File: src/rtl/cubic_interp_pkg.sv
// Shared constants, FSM encoding and fixed-point helpers for the cubic interpolation engine.
// Weight polynomials are stored as quarter-unit coefficients over the terms {t^3, t^2, t, 1}.
package cubic_interp_pkg;

  localparam logic [1:0] MODE_KEYS_A050 = 2'd0;
  localparam logic [1:0] MODE_KEYS_A075 = 2'd1;
  localparam logic [1:0] MODE_LINEAR    = 2'd2;
  localparam logic [1:0] MODE_NEAREST   = 2'd3;

  typedef enum logic [3:0] {
    ST_IDLE,
    ST_POW2,
    ST_POW3,
    ST_WGT,
    ST_MAC0,
    ST_MAC1,
    ST_MAC2,
    ST_MAC3,
    ST_OUT
  } state_t;

  // [mode][weight k][term j], j = t^3, t^2, t, 1; value is coefficient * 4.
  // The nearest row is all zero; that mode forces a single unit weight instead.
  localparam int COEF_Q [4][4][4] = '{
    '{ '{-2,   4, -2, 0}, '{ 6, -10,  0, 4}, '{-6,  8,  2, 0}, '{ 2, -2, 0, 0} },
    '{ '{-3,   6, -3, 0}, '{ 5,  -9,  0, 4}, '{-5,  6,  3, 0}, '{ 3, -3, 0, 0} },
    '{ '{ 0,   0,  0, 0}, '{ 0,   0, -4, 4}, '{ 0,  0,  4, 0}, '{ 0,  0, 0, 0} },
    '{ '{ 0,   0,  0, 0}, '{ 0,   0,  0, 0}, '{ 0,  0,  0, 0}, '{ 0,  0, 0, 0} }
  };

  // Round half toward +inf, then arithmetic shift right by sh (sh >= 1).
  function automatic logic signed [63:0] round_shift(input logic signed [63:0] x, input int sh);
    logic signed [63:0] half;
    half = 64'sd1 <<< (sh - 1);
    return (x + half) >>> sh;
  endfunction

  // Multiply by a small constant using shifts and adds; folds away when c is constant.
  function automatic logic signed [63:0] cmul(input int c, input logic signed [63:0] x);
    logic signed [63:0] acc;
    int mag;
    acc = '0;
    mag = (c < 0) ? -c : c;
    for (int b = 0; b < 8; b++) begin
      if (mag[b]) acc = acc + (x <<< b);
    end
    return (c < 0) ? -acc : acc;
  endfunction

endpackage

File: src/rtl/cubic_interp_engine_if.sv
// Request/response bundle between the tap fetch logic and the cubic interpolation engine.
interface cubic_interp_engine_if #(
  parameter int PIX_W  = 8,
  parameter int FRAC_W = 8,
  parameter int CH     = 1
) ();

  logic                    in_valid;
  logic                    in_ready;
  logic [FRAC_W-1:0]       in_frac;
  logic [1:0]              in_mode;
  logic [CH*4*PIX_W-1:0]   in_pix;
  logic                    out_valid;
  logic                    out_ready;
  logic [CH*PIX_W-1:0]     out_pix;
  logic                    busy;

  modport master (
    output in_valid, in_frac, in_mode, in_pix, out_ready,
    input  in_ready, out_valid, out_pix, busy
  );

  modport slave (
    input  in_valid, in_frac, in_mode, in_pix, out_ready,
    output in_ready, out_valid, out_pix, busy
  );

endinterface

File: src/rtl/cubic_weight_gen.sv
// Combinational tap-weight generator: (t, t^2, t^3, mode) -> four signed Q.FRAC_W weights.
// Every mode's polynomial is evaluated with constant shift-adds, then the mode selects one set.
module cubic_weight_gen
  import cubic_interp_pkg::*;
#(
  parameter int FRAC_W = 8
) (
  input  logic [FRAC_W-1:0]        t,
  input  logic [FRAC_W-1:0]        t2,
  input  logic [FRAC_W-1:0]        t3,
  input  logic [1:0]               mode,
  output logic signed [FRAC_W+2:0] w [4]
);

  localparam int WW = FRAC_W + 3;
  localparam logic signed [WW-1:0] W_ONE = WW'(1 << FRAC_W);

  logic signed [63:0]    pw [4];
  logic signed [WW-1:0]  w_mode [4][4];

  assign pw[0] = 64'(t3);
  assign pw[1] = 64'(t2);
  assign pw[2] = 64'(t);
  assign pw[3] = 64'sd1 <<< FRAC_W;

  // Sum is in Q.(FRAC_W+2); the final round drops the two quarter-unit bits.
  genvar gi, gk;
  for (gi = 0; gi < 4; gi++) begin : g_mode
    for (gk = 0; gk < 4; gk++) begin : g_wgt
      logic signed [63:0] x_q;
      assign x_q = cmul(COEF_Q[gi][gk][0], pw[0]) + cmul(COEF_Q[gi][gk][1], pw[1])
                 + cmul(COEF_Q[gi][gk][2], pw[2]) + cmul(COEF_Q[gi][gk][3], pw[3]);
      assign w_mode[gi][gk] = WW'(round_shift(x_q, 2));
    end
  end

  always_comb begin
    for (int k = 0; k < 4; k++) w[k] = w_mode[mode][k];
    if (mode == MODE_NEAREST) begin
      if (t[FRAC_W-1]) w[2] = W_ONE;
      else             w[1] = W_ONE;
    end
  end

endmodule

File: src/rtl/cubic_interp_engine.sv
// Multi-cycle N-channel cubic interpolator: powers of t, weights, four MAC steps, round/clamp.
// One request in flight at a time; result is held until the consumer takes it.
module cubic_interp_engine
  import cubic_interp_pkg::*;
#(
  parameter int PIX_W  = 8,
  parameter int FRAC_W = 8,
  parameter int CH     = 1
) (
  input logic                 clk,
  input logic                 rst,
  cubic_interp_engine_if.slave bus
);

  localparam int WW  = FRAC_W + 3;
  localparam int AW  = PIX_W + FRAC_W + 5;
  localparam int TW  = CH * 4 * PIX_W;
  localparam int PW2 = 2 * FRAC_W;
  localparam logic signed [AW-1:0] PIX_MAX = AW'({PIX_W{1'b1}});

  state_t                 state_reg, state_next;
  logic [FRAC_W-1:0]      t_reg, t2_reg, t3_reg;
  logic [1:0]             mode_reg;
  logic [TW-1:0]          tap_reg;
  logic signed [WW-1:0]   w_reg [4];
  logic signed [WW-1:0]   w_gen [4];
  logic signed [AW-1:0]   acc_reg [CH];
  logic signed [AW-1:0]   acc_next [CH];
  logic [PIX_W-1:0]       pix_next [CH];
  logic [CH*PIX_W-1:0]    out_pix_reg;
  logic [1:0]             mac_idx;
  logic [PW2-1:0]         sq_prod;
  logic [FRAC_W-1:0]      pow_next;
  logic signed [WW-1:0]   w_sel;

  // One multiplier serves both power stages: t*t in POW2, t2*t in POW3.
  assign sq_prod  = PW2'((state_reg == ST_POW2) ? t_reg : t2_reg) * PW2'(t_reg);
  assign pow_next = FRAC_W'(round_shift(64'(sq_prod), FRAC_W));

  cubic_weight_gen #(.FRAC_W(FRAC_W)) u_weight_gen (
    .t    (t_reg),
    .t2   (t2_reg),
    .t3   (t3_reg),
    .mode (mode_reg),
    .w    (w_gen)
  );

  assign w_sel = w_reg[mac_idx];

  genvar gi;
  for (gi = 0; gi < CH; gi++) begin : g_mac
    logic [PIX_W-1:0]     tap;
    logic signed [AW-1:0] prod, sum, rnd;
    assign tap  = tap_reg[(gi*4 + int'(mac_idx))*PIX_W +: PIX_W];
    assign prod = AW'(w_sel) * AW'($signed({1'b0, tap}));
    assign sum  = acc_reg[gi] + prod;
    assign rnd  = AW'(round_shift(64'(sum), FRAC_W));
    assign acc_next[gi] = sum;
    assign pix_next[gi] = (rnd < 0) ? '0 : (rnd > PIX_MAX) ? '1 : rnd[PIX_W-1:0];
  end

  always_comb begin
    state_next = state_reg;
    mac_idx    = 2'd0;
    case (state_reg)
      ST_IDLE: if (bus.in_valid) state_next = ST_POW2;
      ST_POW2: state_next = ST_POW3;
      ST_POW3: state_next = ST_WGT;
      ST_WGT:  state_next = ST_MAC0;
      ST_MAC0: begin mac_idx = 2'd0; state_next = ST_MAC1; end
      ST_MAC1: begin mac_idx = 2'd1; state_next = ST_MAC2; end
      ST_MAC2: begin mac_idx = 2'd2; state_next = ST_MAC3; end
      ST_MAC3: begin mac_idx = 2'd3; state_next = ST_OUT;  end
      ST_OUT:  if (bus.out_ready) state_next = ST_IDLE;
      default: state_next = ST_IDLE;
    endcase
  end

  always_ff @(posedge clk) begin
    if (rst) begin
      state_reg   <= ST_IDLE;
      t_reg       <= '0;
      t2_reg      <= '0;
      t3_reg      <= '0;
      mode_reg    <= '0;
      tap_reg     <= '0;
      out_pix_reg <= '0;
      for (int k = 0; k < 4; k++) w_reg[k] <= '0;
      for (int c = 0; c < CH; c++) acc_reg[c] <= '0;
    end else begin
      state_reg <= state_next;
      case (state_reg)
        ST_IDLE: begin
          if (bus.in_valid) begin
            t_reg    <= bus.in_frac;
            mode_reg <= bus.in_mode;
            tap_reg  <= bus.in_pix;
          end
        end
        ST_POW2: t2_reg <= pow_next;
        ST_POW3: t3_reg <= pow_next;
        ST_WGT: begin
          for (int k = 0; k < 4; k++) w_reg[k] <= w_gen[k];
          for (int c = 0; c < CH; c++) acc_reg[c] <= '0;
        end
        ST_MAC0, ST_MAC1, ST_MAC2: begin
          for (int c = 0; c < CH; c++) acc_reg[c] <= acc_next[c];
        end
        ST_MAC3: begin
          for (int c = 0; c < CH; c++) out_pix_reg[c*PIX_W +: PIX_W] <= pix_next[c];
        end
        default: ;
      endcase
    end
  end

  assign bus.in_ready  = (state_reg == ST_IDLE);
  assign bus.out_valid = (state_reg == ST_OUT);
  assign bus.busy      = (state_reg != ST_IDLE);
  assign bus.out_pix   = out_pix_reg;

endmodule

File: src/flat_wrapper.sv
// flat-port wrapper written by rule: the top's interface ports become plain ports
module cubic_interp_engine_flat import cubic_interp_pkg::*;
#(
  parameter int PIX_W  = 8,
  parameter int FRAC_W = 8,
  parameter int CH     = 1
)
  (clk, rst, bus_in_valid, bus_in_frac, bus_in_mode, bus_in_pix, bus_out_ready, bus_in_ready, bus_out_valid, bus_out_pix, bus_busy);
  cubic_interp_engine_if #(.PIX_W(PIX_W), .FRAC_W(FRAC_W), .CH(CH)) bus_i ();
  input logic clk;
  input logic rst;
  input wire logic [$bits(bus_i.in_valid)-1:0] bus_in_valid;
  input wire logic [$bits(bus_i.in_frac)-1:0] bus_in_frac;
  input wire logic [$bits(bus_i.in_mode)-1:0] bus_in_mode;
  input wire logic [$bits(bus_i.in_pix)-1:0] bus_in_pix;
  input wire logic [$bits(bus_i.out_ready)-1:0] bus_out_ready;
  output wire logic [$bits(bus_i.in_ready)-1:0] bus_in_ready;
  output wire logic [$bits(bus_i.out_valid)-1:0] bus_out_valid;
  output wire logic [$bits(bus_i.out_pix)-1:0] bus_out_pix;
  output wire logic [$bits(bus_i.busy)-1:0] bus_busy;
  assign bus_i.in_valid = bus_in_valid;
  assign bus_i.in_frac = bus_in_frac;
  assign bus_i.in_mode = bus_in_mode;
  assign bus_i.in_pix = bus_in_pix;
  assign bus_i.out_ready = bus_out_ready;
  assign bus_in_ready = bus_i.in_ready;
  assign bus_out_valid = bus_i.out_valid;
  assign bus_out_pix = bus_i.out_pix;
  assign bus_busy = bus_i.busy;
  cubic_interp_engine #(.PIX_W(PIX_W), .FRAC_W(FRAC_W), .CH(CH)) u_core (.clk(clk), .rst(rst), .bus(bus_i));
endmodule
File: config.mk
export PLATFORM = sky130hd
export DESIGN_NAME = cubic_interp_engine_flat
export DESIGN_NICKNAME = d
export VERILOG_FILES = /design/src/rtl/cubic_interp_pkg.sv /design/src/rtl/cubic_interp_engine_if.sv /design/src/rtl/cubic_weight_gen.sv /design/src/rtl/cubic_interp_engine.sv /design/src/flat_wrapper.sv
export SDC_FILE = /design/constraint.sdc
export NUM_CORES = 1
export LEC_CHECK = 0
export ABC_AREA = 1
export CAP_MARGIN = 20
export CORE_ASPECT_RATIO = 0.6
export CORE_MARGIN = 1
export CORE_UTILIZATION = 55
export CTS_BUF_LIST = sky130_fd_sc_hd__clkbuf_16
export DETAILED_ROUTE_END_ITERATION = 6
export DONT_BUFFER_PORTS = 1
export PLACE_DENSITY = 0.74
export SYNTH_ARGS = -nofsm -noshare
export SYNTH_HDL_FRONTEND = slang
export SYNTH_SLANG_ARGS = --single-unit
File: constraint.sdc
create_clock -name clk -period 6.3 [get_ports clk]
set_input_delay 0.63 -clock clk [delete_from_list [all_inputs] [get_ports clk]]
set_output_delay 0.63 -clock clk [all_outputs]
set_load 0.005 [all_outputs]
==> qor.txt <==
Outcome: complete, but fails checks
Failing checks: design-rule violations, negative setup slack
Number of max-cap violations: 0
Crit end category: flop
Dpl hpwl: 49980 microns
CTS tree: built
Placed Cells: 3077
Post-route DRC violation count: 2
Via/cell ratio: 5.560
H-tree depth: 4
Hold Path Class: in2reg
Drt first-iter violations: 2028
Insertion delay to the later sink of the worst-skew pair: 450 ps
Commonest non-fill, non-tap cells in the layout: inv_1 (496), nand2_1 (375), ha_1 (239), nor2_1 (227), buf_4 (201)
Drt first pass iters: 7
Via Count: 17500
WP data required: 6630 ps
Setup CP Type: reg2reg
Combinational share of power: 0.701
Cells after synthesis: 2483
Main flop type after synthesis: dfxtp_1
Max incr delay on CP: 500 ps
GRT Total Usage: 0.3654
Die X: 241.1 microns
Final core utilization: 0.6707
Mapped cell area: 18870 sq um
Starting density of the core: 0.5598
Finished Layout Cells: 3148
Synth Net Count: 2977
CTS clock-pin slew for the worst setup and hold paths: 70 ps
Post-synth EDFFs: 65
Yosys reg bits: 135
Fin crit share: 1.085
Syn_area_per_cell: 7.599 sq um
Post-synthesis cell type count: 50
Fin area: 22600 sq um
Largest register FFs: 44
Pint: 3.481 mW
TritonCTS Sinks: 135
Num rows: 52
Seq pwr share: 0.149
Clock share of power: 0.149
Die Area: 35080 sq um
First-pass GRT wire length: 96790 microns
Gp weighted congestion: 0.9957
Least-Margin Pin Slew: 1086 ps
Final-stage net count: 3165
Overflow after GRT: 0
Critical Path Fanout Max: 5
Core outline area: 33700 sq um
Final Hold Fails: 0
Startpoint types: flop
Wirelength per Cell: 19.68 microns
Net Sw Power: 3.513 mW
Ys Warns: 0
Final slew viol count: 0
Critical Path AT: 7170 ps
Tmin final: 6835 ps
Die span in y: 145.5 microns
Vias in the first global route: 17130
Sw Ratio: 0.5023
IO Port Bufs: 0
Worst Skew: 14.60 ps
Final worst slack: -535.2 ps
Layout cells sized above 1: 0.1878
DRT antenna net count: 0
Sequential element share of the synthesized area: 0.1777
RSZ-0062 raised after global routing: yes
Maximum VDD drop: 0.2072 mV
Post-CTS Hold Buffers: 0
Antenna violations before repair: 6
Root Driver: clkbuf_16
I/O pin total: 57
Deepest clock path buffer count: 2
Fmax: 146.3 MHz
Num CTS Buffers: 17
Slew Limit Headroom: 0.2731
Pin count of the biggest net entering global routing: 68
Asr flop ratio synth: 0
Final WL: 61950 microns
Setup-failing EPs final: 8
Placement Cell Area: 20790 sq um
Power Density: 309.4 nW/um^2
Area grow syn2layout: 19.80%
Most common cell after layout, fill and taps aside: inv_1
Max stage delay cell, worst path: fa_1
Static Leakage: 11.51 nW
## cell families (layout without fill, tap and decap cells)
family                     Yosys count  count (layout)  share of synthesized area
xor gates and xnor gates            55              55                    0.02553
and+or+nand+nor                    865             865                     0.1889
other                                0               5                          0
adders and majority gates          448             448                     0.3743
buffers and inverters              600             801                     0.1194
DFF                                135             135                     0.1777
AOI/OAI and AO/OA                  380             380                     0.1142
## synth_stat cells, types with 16 or more instances
library cell / number / area (sq um)
clkbuf_1: 50 / 187.7
xor2_1: 39 / 341.6
nor3_1: 18 / 90.09
fa_1: 194 / 3884
xnor2_1: 16 / 140.1
a21oi_1: 185 / 925.9
nand2_1: 444 / 1667
ha_1: 254 / 3178
dfxtp_1: 70 / 1401
o21a_1: 18 / 135.1
edfxtp_1: 65 / 1952
nand3_1: 88 / 440.4
inv_1: 536 / 2012
or2_2: 23 / 143.9
o21ai_0: 98 / 490.5
nor2_1: 256 / 960.9
## metrics by stage
| stage | setup TNS [ps] | setup WS [ps] | total power [mW] | hold slack (ps) |
|---|---|---|---|---|
| finish | -3534 | -535.2 | 6.994 | 255.1 |
| detailed placement | -4901 | -648.4 | 5.210 | 442.8 |
| global placement | -3868 | -498.7 | 5.132 | 438.3 |
| global route | -5719 | -733.9 | 7.514 | 230.6 |
| floorplan | 0 | 0.06395 | 3.688 | 424.8 |
| CTS | -1907 | -307.8 | 6.519 | 234.8 |
## power groups by stage
stage                     clock network (mW)  registers, mW  logic [mW]
after detailed placement                   0           1.06        4.15
after global placement                     0           1.06        4.07
after global routing                    1.08           1.05        5.38
final                                   1.05           1.04        4.90
after CTS                               1.05           1.04        4.43
after floorplan                            0           1.05        2.64
## path summary, 6_finish.rpt
| kind | depth (start not counted) | slack, ps | from | to |
|---|---|---|---|---|
| worst min register to register | 2 | 450 | u_core.tap_reg[23]$_SDFFE_PP0P_ | u_core.tap_reg[23]$_SDFFE_PP0P_ |
| worst min-delay path | 1 | 260 | rst | u_core.bus.out_pix[5]$_SDFFE_PP0N_ |
| worst max register to register | 35 | -540 | u_core.state_reg[2]$_SDFFE_PP0P_ | u_core.bus.out_pix[6]$_SDFFE_PP0N_ |
| worst max-delay path | 35 | -540 | u_core.state_reg[2]$_SDFFE_PP0P_ | u_core.bus.out_pix[6]$_SDFFE_PP0N_ |
## critical path: cells and delay by family, from the launching register on
kind	cells	cell delay (ps)
AND/OR/NAND/NOR	11	1340
XOR/XNOR	1	270
AO/OA/AOI/OAI	5	920
adder cells (fa/ha/maj)	6	2750
buffers and inverters	12	1090
flip-flops	1	340
## cell type report
type	instances	area [sq um]
repair buffers	221	1794
multi-input cells	1748	14220
inverters	548	2066
clock buffers	17	425.4
diodes	5	12.51
fillers	2890	11100
clock inverters	15	161.4
flip-flops and latches	135	3354
well taps	459	574.3
## timing repair
item	CTS	global route
setup endpoints to repair	10	15
hold endpoints to repair	0	0
pin swaps	32	68
gates cloned	3	0
buffers inserted	20	13
resized for setup	110	145
## per-layer routing
layer	part of all wire	global-route usage
met5	0	0
met4	0.015	0.07247
met3	0.14	0.1220
met2	0.37	0.4611
met1	0.48	0.5887
Note: power is estimated with default switching activity, not from simulation.
